`src/rtl/vision_pkg.sv`:
```
// vision_pkg
//   Shared constants and types for the green-object tracking path.
//   H_ACT/V_ACT  : active frame geometry (pixels per line, lines per frame)
//   MIN_PIXELS   : smallest detected-pixel count treated as a real object
//   COORD_W      : coordinate width
//   CNT_W        : pixel-count width (holds H_ACT*V_ACT)
//   SUM_W        : coordinate-sum width (holds H_ACT*V_ACT*(H_ACT-1))
//   state_t      : tracker FSM states
package vision_pkg;

    localparam int H_ACT      = 320;
    localparam int V_ACT      = 240;
    localparam int MIN_PIXELS = 64;
    localparam int COORD_W    = 10;
    localparam int CNT_W      = 17;
    localparam int SUM_W      = 25;

    typedef enum logic [1:0] {
        IDLE    = 2'd0,
        DIV_X   = 2'd1,
        DIV_Y   = 2'd2,
        PUBLISH = 2'd3
    } state_t;

endpackage

```
`src/rtl/seq_divider.sv`:
```
// seq_divider
//   Restoring unsigned bit-serial divider with a fixed SUM_W-cycle run.
//   Ports:
//     clk, reset_n  : clock, synchronous active-low reset
//     start         : one-cycle request; dividend/divisor are sampled with it
//     dividend      : SUM_W-bit unsigned dividend
//     divisor       : CNT_W-bit unsigned divisor
//     quotient      : low OUT_W bits of the quotient, valid while done is high
//                     and held until the next start
//     done          : one-cycle pulse when the quotient is final
//   Handshake: start is accepted unconditionally (it restarts any run in
//   flight); done rises SUM_W-1 cycles after the start cycle, so the quotient
//   is usable in the cycle directly following the SUM_W-th clock edge of the
//   run. A zero divisor yields an all-ones quotient and is not flagged.
module seq_divider #(
    parameter int SUM_W = vision_pkg::SUM_W,
    parameter int CNT_W = vision_pkg::CNT_W,
    parameter int OUT_W = vision_pkg::COORD_W
) (
    input  logic             clk,
    input  logic             reset_n,
    input  logic             start,
    input  logic [SUM_W-1:0] dividend,
    input  logic [CNT_W-1:0] divisor,
    output logic [OUT_W-1:0] quotient,
    output logic             done
);

    localparam int CW = $clog2(SUM_W + 1);

    logic [CNT_W-1:0] rem_q;
    logic [SUM_W-1:0] quot_q;
    logic [CNT_W-1:0] dvs_q;
    logic [CW-1:0]    cnt_q;

    logic [CNT_W-1:0] src_rem;
    logic [SUM_W-1:0] src_quot;
    logic [CNT_W-1:0] src_dvs;
    logic [CNT_W:0]   trial;
    logic [CNT_W-1:0] rem_n;
    logic [SUM_W-1:0] quot_n;
    logic             q_bit;

    // The first iteration is taken directly from the inputs in the start
    // cycle, so SUM_W edges (start edge included) produce the full quotient.
    always_comb begin
        src_rem  = start ? '0       : rem_q;
        src_quot = start ? dividend : quot_q;
        src_dvs  = start ? divisor  : dvs_q;
        trial    = {src_rem, src_quot[SUM_W-1]};
        q_bit    = 1'b0;
        rem_n    = trial[CNT_W-1:0];
        if (trial >= {1'b0, src_dvs}) begin
            q_bit = 1'b1;
            rem_n = CNT_W'(trial - {1'b0, src_dvs});
        end
        quot_n = {src_quot[SUM_W-2:0], q_bit};
    end

    always_ff @(posedge clk) begin
        if (!reset_n) begin
            rem_q  <= '0;
            quot_q <= '0;
            dvs_q  <= '0;
            cnt_q  <= '0;
            done   <= 1'b0;
        end else begin
            done <= 1'b0;
            if (start) begin
                rem_q  <= rem_n;
                quot_q <= quot_n;
                dvs_q  <= divisor;
                cnt_q  <= CW'(SUM_W - 1);
                done   <= (SUM_W == 1);
            end else if (cnt_q != '0) begin
                rem_q  <= rem_n;
                quot_q <= quot_n;
                cnt_q  <= cnt_q - CW'(1);
                done   <= (cnt_q == CW'(1));
            end
        end
    end

    assign quotient = quot_q[OUT_W-1:0];

endmodule

```
`src/rtl/green_blob_tracker.sv`:
```
// green_blob_tracker
//   Reduces each frame of green-classified pixels to one object: pixel count,
//   bounding box and floor-of-mean centroid, published once per frame.
//   Ports:
//     clk, reset_n           : pixel clock, synchronous active-low reset
//     de                     : active-video qualifier (pixels ignored when low)
//     x_pixel, y_pixel       : coordinates of the current pixel
//     g_detect               : green flag for the current pixel
//     result_valid           : one-cycle pulse when the outputs update
//     found                  : last frame had at least MIN_PIXELS detections
//     pix_count              : detected pixels in the last frame
//     cx, cy                 : centroid (held when found=0)
//     x_min..y_max           : bounding box (held when found=0)
//     overrun                : one-cycle pulse when a frame end is dropped
//     state_dbg              : current FSM state (vision_pkg::state_t encoding)
//   Latency: result_valid rises 2*SUM_W+1 edges after the frame-end pixel.
module green_blob_tracker #(
    parameter int H_ACT      = vision_pkg::H_ACT,
    parameter int V_ACT      = vision_pkg::V_ACT,
    parameter int MIN_PIXELS = vision_pkg::MIN_PIXELS,
    parameter int COORD_W    = vision_pkg::COORD_W,
    parameter int CNT_W      = vision_pkg::CNT_W,
    parameter int SUM_W      = vision_pkg::SUM_W
) (
    input  logic               clk,
    input  logic               reset_n,
    input  logic               de,
    input  logic [COORD_W-1:0] x_pixel,
    input  logic [COORD_W-1:0] y_pixel,
    input  logic               g_detect,
    output logic               result_valid,
    output logic               found,
    output logic [CNT_W-1:0]   pix_count,
    output logic [COORD_W-1:0] cx,
    output logic [COORD_W-1:0] cy,
    output logic [COORD_W-1:0] x_min,
    output logic [COORD_W-1:0] x_max,
    output logic [COORD_W-1:0] y_min,
    output logic [COORD_W-1:0] y_max,
    output logic               overrun,
    output logic [1:0]         state_dbg
);

    import vision_pkg::*;

    state_t state, state_n;

    logic pix_hit;
    logic frame_end;

    assign pix_hit   = de & g_detect;
    assign frame_end = de && (x_pixel == COORD_W'(H_ACT - 1))
                          && (y_pixel == COORD_W'(V_ACT - 1));

    // Running accumulators for the frame currently being received.
    logic [CNT_W-1:0]   acc_count;
    logic [SUM_W-1:0]   acc_sx, acc_sy;
    logic [COORD_W-1:0] acc_xmin, acc_xmax, acc_ymin, acc_ymax;

    // Accumulator values including the current pixel; the frame-end pixel is
    // snapshotted from these so it counts towards its own frame.
    logic [CNT_W-1:0]   cur_count;
    logic [SUM_W-1:0]   cur_sx, cur_sy;
    logic [COORD_W-1:0] cur_xmin, cur_xmax, cur_ymin, cur_ymax;

    always_comb begin
        cur_count = acc_count;
        cur_sx    = acc_sx;
        cur_sy    = acc_sy;
        cur_xmin  = acc_xmin;
        cur_xmax  = acc_xmax;
        cur_ymin  = acc_ymin;
        cur_ymax  = acc_ymax;
        if (pix_hit) begin
            cur_count = acc_count + CNT_W'(1);
            cur_sx    = acc_sx + SUM_W'(x_pixel);
            cur_sy    = acc_sy + SUM_W'(y_pixel);
            if (x_pixel < acc_xmin) cur_xmin = x_pixel;
            if (x_pixel > acc_xmax) cur_xmax = x_pixel;
            if (y_pixel < acc_ymin) cur_ymin = y_pixel;
            if (y_pixel > acc_ymax) cur_ymax = y_pixel;
        end
    end

    // Cleared on every frame end, whether or not the frame is accepted, so
    // the next frame accumulates while the previous one is being divided.
    always_ff @(posedge clk) begin
        if (!reset_n || frame_end) begin
            acc_count <= '0;
            acc_sx    <= '0;
            acc_sy    <= '0;
            acc_xmin  <= '1;
            acc_xmax  <= '0;
            acc_ymin  <= '1;
            acc_ymax  <= '0;
        end else if (pix_hit) begin
            acc_count <= cur_count;
            acc_sx    <= cur_sx;
            acc_sy    <= cur_sy;
            acc_xmin  <= cur_xmin;
            acc_xmax  <= cur_xmax;
            acc_ymin  <= cur_ymin;
            acc_ymax  <= cur_ymax;
        end
    end

    // Divider sharing: x is started straight from the live sums at frame end,
    // y from the snapshot as soon as x completes.
    logic               div_start;
    logic [SUM_W-1:0]   div_dividend;
    logic [CNT_W-1:0]   div_divisor;
    logic [COORD_W-1:0] div_quot;
    logic               div_done;

    logic               snap_load;
    logic               qx_load;
    logic               publish;

    logic [CNT_W-1:0]   snap_count;
    logic [SUM_W-1:0]   snap_sy;
    logic [COORD_W-1:0] snap_xmin, snap_xmax, snap_ymin, snap_ymax;
    logic [COORD_W-1:0] qx;

    always_ff @(posedge clk) begin
        if (!reset_n) state <= IDLE;
        else          state <= state_n;
    end

    always_comb begin
        state_n      = state;
        div_start    = 1'b0;
        div_dividend = snap_sy;
        div_divisor  = snap_count;
        snap_load    = 1'b0;
        qx_load      = 1'b0;
        publish      = 1'b0;
        case (state)
            IDLE: begin
                if (frame_end) begin
                    snap_load    = 1'b1;
                    div_start    = 1'b1;
                    div_dividend = cur_sx;
                    div_divisor  = cur_count;
                    state_n      = DIV_X;
                end
            end
            DIV_X: begin
                if (div_done) begin
                    qx_load   = 1'b1;
                    div_start = 1'b1;
                    state_n   = DIV_Y;
                end
            end
            DIV_Y: begin
                if (div_done) state_n = PUBLISH;
            end
            PUBLISH: begin
                publish = 1'b1;
                state_n = IDLE;
            end
            default: state_n = IDLE;
        endcase
    end

    assign state_dbg = state;

    seq_divider #(
        .SUM_W (SUM_W),
        .CNT_W (CNT_W),
        .OUT_W (COORD_W)
    ) u_div (
        .clk      (clk),
        .reset_n  (reset_n),
        .start    (div_start),
        .dividend (div_dividend),
        .divisor  (div_divisor),
        .quotient (div_quot),
        .done     (div_done)
    );

    always_ff @(posedge clk) begin
        if (!reset_n) begin
            snap_count <= '0;
            snap_sy    <= '0;
            snap_xmin  <= '0;
            snap_xmax  <= '0;
            snap_ymin  <= '0;
            snap_ymax  <= '0;
            qx         <= '0;
        end else begin
            if (snap_load) begin
                snap_count <= cur_count;
                snap_sy    <= cur_sy;
                snap_xmin  <= cur_xmin;
                snap_xmax  <= cur_xmax;
                snap_ymin  <= cur_ymin;
                snap_ymax  <= cur_ymax;
            end
            if (qx_load) qx <= div_quot;
        end
    end

    // In PUBLISH the divider still holds the y quotient.
    always_ff @(posedge clk) begin
        if (!reset_n) begin
            result_valid <= 1'b0;
            overrun      <= 1'b0;
            found        <= 1'b0;
            pix_count    <= '0;
            cx           <= '0;
            cy           <= '0;
            x_min        <= '0;
            x_max        <= '0;
            y_min        <= '0;
            y_max        <= '0;
        end else begin
            result_valid <= publish;
            overrun      <= frame_end && (state != IDLE);
            if (publish) begin
                pix_count <= snap_count;
                found     <= (snap_count >= CNT_W'(MIN_PIXELS));
                if (snap_count >= CNT_W'(MIN_PIXELS)) begin
                    cx    <= qx;
                    cy    <= div_quot;
                    x_min <= snap_xmin;
                    x_max <= snap_xmax;
                    y_min <= snap_ymin;
                    y_max <= snap_ymax;
                end
            end
        end
    end

endmodule

```
`config.mk`:
```
export PLATFORM = sky130hd
export DESIGN_NAME = green_blob_tracker
export DESIGN_NICKNAME = d
export VERILOG_FILES = /design/src/rtl/vision_pkg.sv /design/src/rtl/seq_divider.sv /design/src/rtl/green_blob_tracker.sv
export SDC_FILE = /design/constraint.sdc
export NUM_CORES = 1
export LEC_CHECK = 0
export ABC_AREA = 1
export BUFFER_PORTS_ARGS = -buffer_cell sky130_fd_sc_hd__buf_2
export CAP_MARGIN = 20
export CORE_MARGIN = 2
export CORE_UTILIZATION = 35
export DETAILED_ROUTE_END_ITERATION = 8
export PLACE_DENSITY = 0.56
export SLEW_MARGIN = 15
export SYNTH_ARGS = -nofsm -noshare
export SYNTH_HDL_FRONTEND = slang
export SYNTH_SLANG_ARGS = --single-unit
```
`constraint.sdc`:
```
create_clock -name clk -period 4.05 [get_ports clk]
set_clock_uncertainty 0.2 [all_clocks]
set_input_delay 0.81 -clock clk [delete_from_list [all_inputs] [get_ports clk]]
set_output_delay 0.81 -clock clk [all_outputs]
set_load 0.02 [all_outputs]
```
==> results.yml <==
outcome:
  outcome: "finished, final reports clean"
floorplan:
  die_w_microns: 226
  initial_core_util: 0.353
  die_area_sq_mm: 0.0509
  num_rows: 81
  io_pins: 106
  die_height_microns: 226
  core_area_sq_mm: 0.0487
hold_path:
  min_path_cells: 2
  min_path_type: "flop to flop"
clocking:
  clk_pin_slew_ns: 0.06
  cts-root-buf: "clkbuf_16"
  ctsHoldBuffers: 0
  numCtsBuffers: 40
  cts_buffer_depth: 3
  clk_latency_ns: 0.57
  cts_tree: "yes"
  cts_sinks: 346
  cts_setup_buffers: 0
  cts.repair.resized: 0
  h-tree-depth: 2
synth:
  avgSynthCellArea_sq_um: 6.98
  syn_area_sq_mm: 0.0172
  synthCells: 2464
  ys_warn_count: 0
  syn-num-nets: 2574
  synth_seq_cells: 346
  synth-main-ff-cell: "dfxtp_1"
  ys_types: 50
  async_flop_share: 0
  synth_edf_count: 0
  ys_seq_area_frac: 0.403
critical_path:
  cp.arrival_ns: 3.94
  critPathTopFamily: "simple AND/OR/NAND/NOR gates"
  cpPeakStageDelay_ns: 0.41
  critPathBufInv: 8
  cp-end-kind: "flop"
  crit_chain: "inv_1 -> ha_1 -> nand3_4 -> buf_4 -> nand2_4 -> buf_4 -> buf_4 -> nor2_1 -> ha_1 -> nand2_1 -> inv_1 -> a21oi_1 -> nand2_1 -> nand2_1 -> nand3_2 -> nand2_2 -> inv_2 -> nor2_4 -> buf_4 -> o21ai_1 -> o21bai_1 -> inv_1"
  startpoint_type: "flop"
  cp.required_ns: 4.30
  r2r_cells: 22
  critPathMaxFanout: 8
  path_class: "flop to flop"
  crit_cells: 22
  cp_slowest_cell: "dfxtp_1"
  critical_path.most_common_cell: "buf_4"
timing:
  rsz0062_at_grt: "false"
  worst_slew_pin_slew_ns: 0.850
  fin_setup_tns_ns: 0
  slew_headroom: 0.434
  period_share: 0.912
  slew_viol_final: 0
  fin_crit_ns: 3.70
  setup_viol: 0
  fmax_mhz: 271
  hold_viol: 0
  hold_slack_ns: 0.241
final_layout:
  layout_commonest_cell: "nand2_1"
  final_nets: 2786
  drive_above_1_share: 0.147
  n_antenna_cell: 0
  final_cell_mix: "493 x nand2_1, 346 x dfxtp_1, 345 x inv_1"
  n_fill_cell: 4988
  areaGrowthSynthToFinish_pct: 21.6
grt:
  grt_max_degree: 92
  grt_use_total: 0.196
  grt.overflow.total: 0
  antenna_found_initial: 0
  first_global_vias: 15500
  grt_pass1_wl_mm: 80.3
placed_design:
  gp_congestion: 0.908
  hpwl_mm: 35.8
  io_buffers: 105
drt:
  dr.first_iter.drc_count: 1030
  wl_per_cell_microns: 14.6
  routed_wl_mm: 49.2
  drcViolationCount: 0
  avgViaCountPerCell: 4.80
  dr.pass1.iters: 5
  drtAntennaViolNets: 0
  route.vias.total: 16200
pwr:
  power_uw: 11100
  vdd_ir_drop_max_mv: 0.245
  powerDensity_mw_per_mm2: 529
  leakage_uw: 0.00985
flow_run:
  drv_cap: 0
## sequential cells by signal, summed over array words and instances, names as in the netlist, 17 cells and up
name and flops:
acc_sx 25, acc_sy 25, snap_sy 25, u_div.quot_q 25
acc_count 17, pix_count 17, snap_count 17, u_div.dvs_q 17
u_div.rem_q 17
## worst min-delay path, delay by kind of cell, from the launching register on
family / cells / cell delay, ns
AO/OA/AOI/OAI: 1 / 0.05
buffers and inverters: 1 / 0.06
flip-flops: 1 / 0.29
## layout make-up
cell class	instances	area [sq um]	share of cell area
Multi-Input combinational cell	1652	8500	0.406
Clock buffer	57	1170	0.0558
Clock inverter	14	209	0.00999
Timing Repair Buffer	283	1950	0.0933
Sequential cell	346	6930	0.331
Inverter	353	1330	0.0635
Tap cell	664	831	0.0397
## where the power goes
part	internal [uW]	switching, uW
logic	1440	2000
registers	3680	141
clock network	2320	1470
## cells in the mapped netlist (24+ instances only)
cell type,count,area (sq um)
dfxtp_1,346,6930
o21ai_0,237,1190
nor2_1,251,942
a21oi_1,215,1080
xor2_1,24,210
nand4_1,26,163
o21ai_1,26,130
ha_1,83,1040
buf_2,31,155
nand2_1,497,1870
clkbuf_1,71,267
inv_1,347,1300
nand3_1,147,736
## routing by layer
metal / vias up / track usage / share of wire
met1: 7463 / 0.263 / 0.48
met3: 73 / 0.0342 / 0.046
li1: 8336 / - / -
met4: 0 / 0.0577 / 0.026
met5: - / 0 / 0
met2: 295 / 0.323 / 0.45
## logic make-up (layout without fill, tap and decap cells)
kind of cell / count (synthesis) / after routing / synth area share
and+or+nand+nor: 992 / 992 / 0.242
AOI/OAI and AO/OA: 527 / 527 / 0.160
buffers and inverters: 466 / 707 / 0.106
DFF: 346 / 346 / 0.403
adders and majority gates: 86 / 86 / 0.0639
xor gates and xnor gates: 44 / 44 / 0.0224
muxes: 3 / 3 / 0.00175
## final timing paths
| path | start | endpoint | slack, ns |
|---|---|---|---|
| setup / recovery | state_dbg[0] | u_div.rem_q[12] | 0.35 |
| hold / removal | snap_xmax[8] | x_max[8] | 0.24 |
| setup reg to reg | state_dbg[0] | u_div.rem_q[12] | 0.35 |
| hold reg to reg | snap_xmax[8] | x_max[8] | 0.24 |
## per-stage QoR
stage | utilization | cells | area (sq um) | setup WS [ns]
2_1_floorplan | - | 2464 | 17200 | 0.0112
3_3_place_gp | 0.400 | 3298 | 19500 | -0.268
4_1_cts | 0.428 | 3369 | 20900 | 0.234
3_5_place_dp | 0.400 | 3298 | 19500 | -0.349
6_report | 0.429 | 3369 | 20900 | 0.355
5_1_grt | 0.429 | 3369 | 20900 | 0.0128
Power figures use the tool's default switching activity.
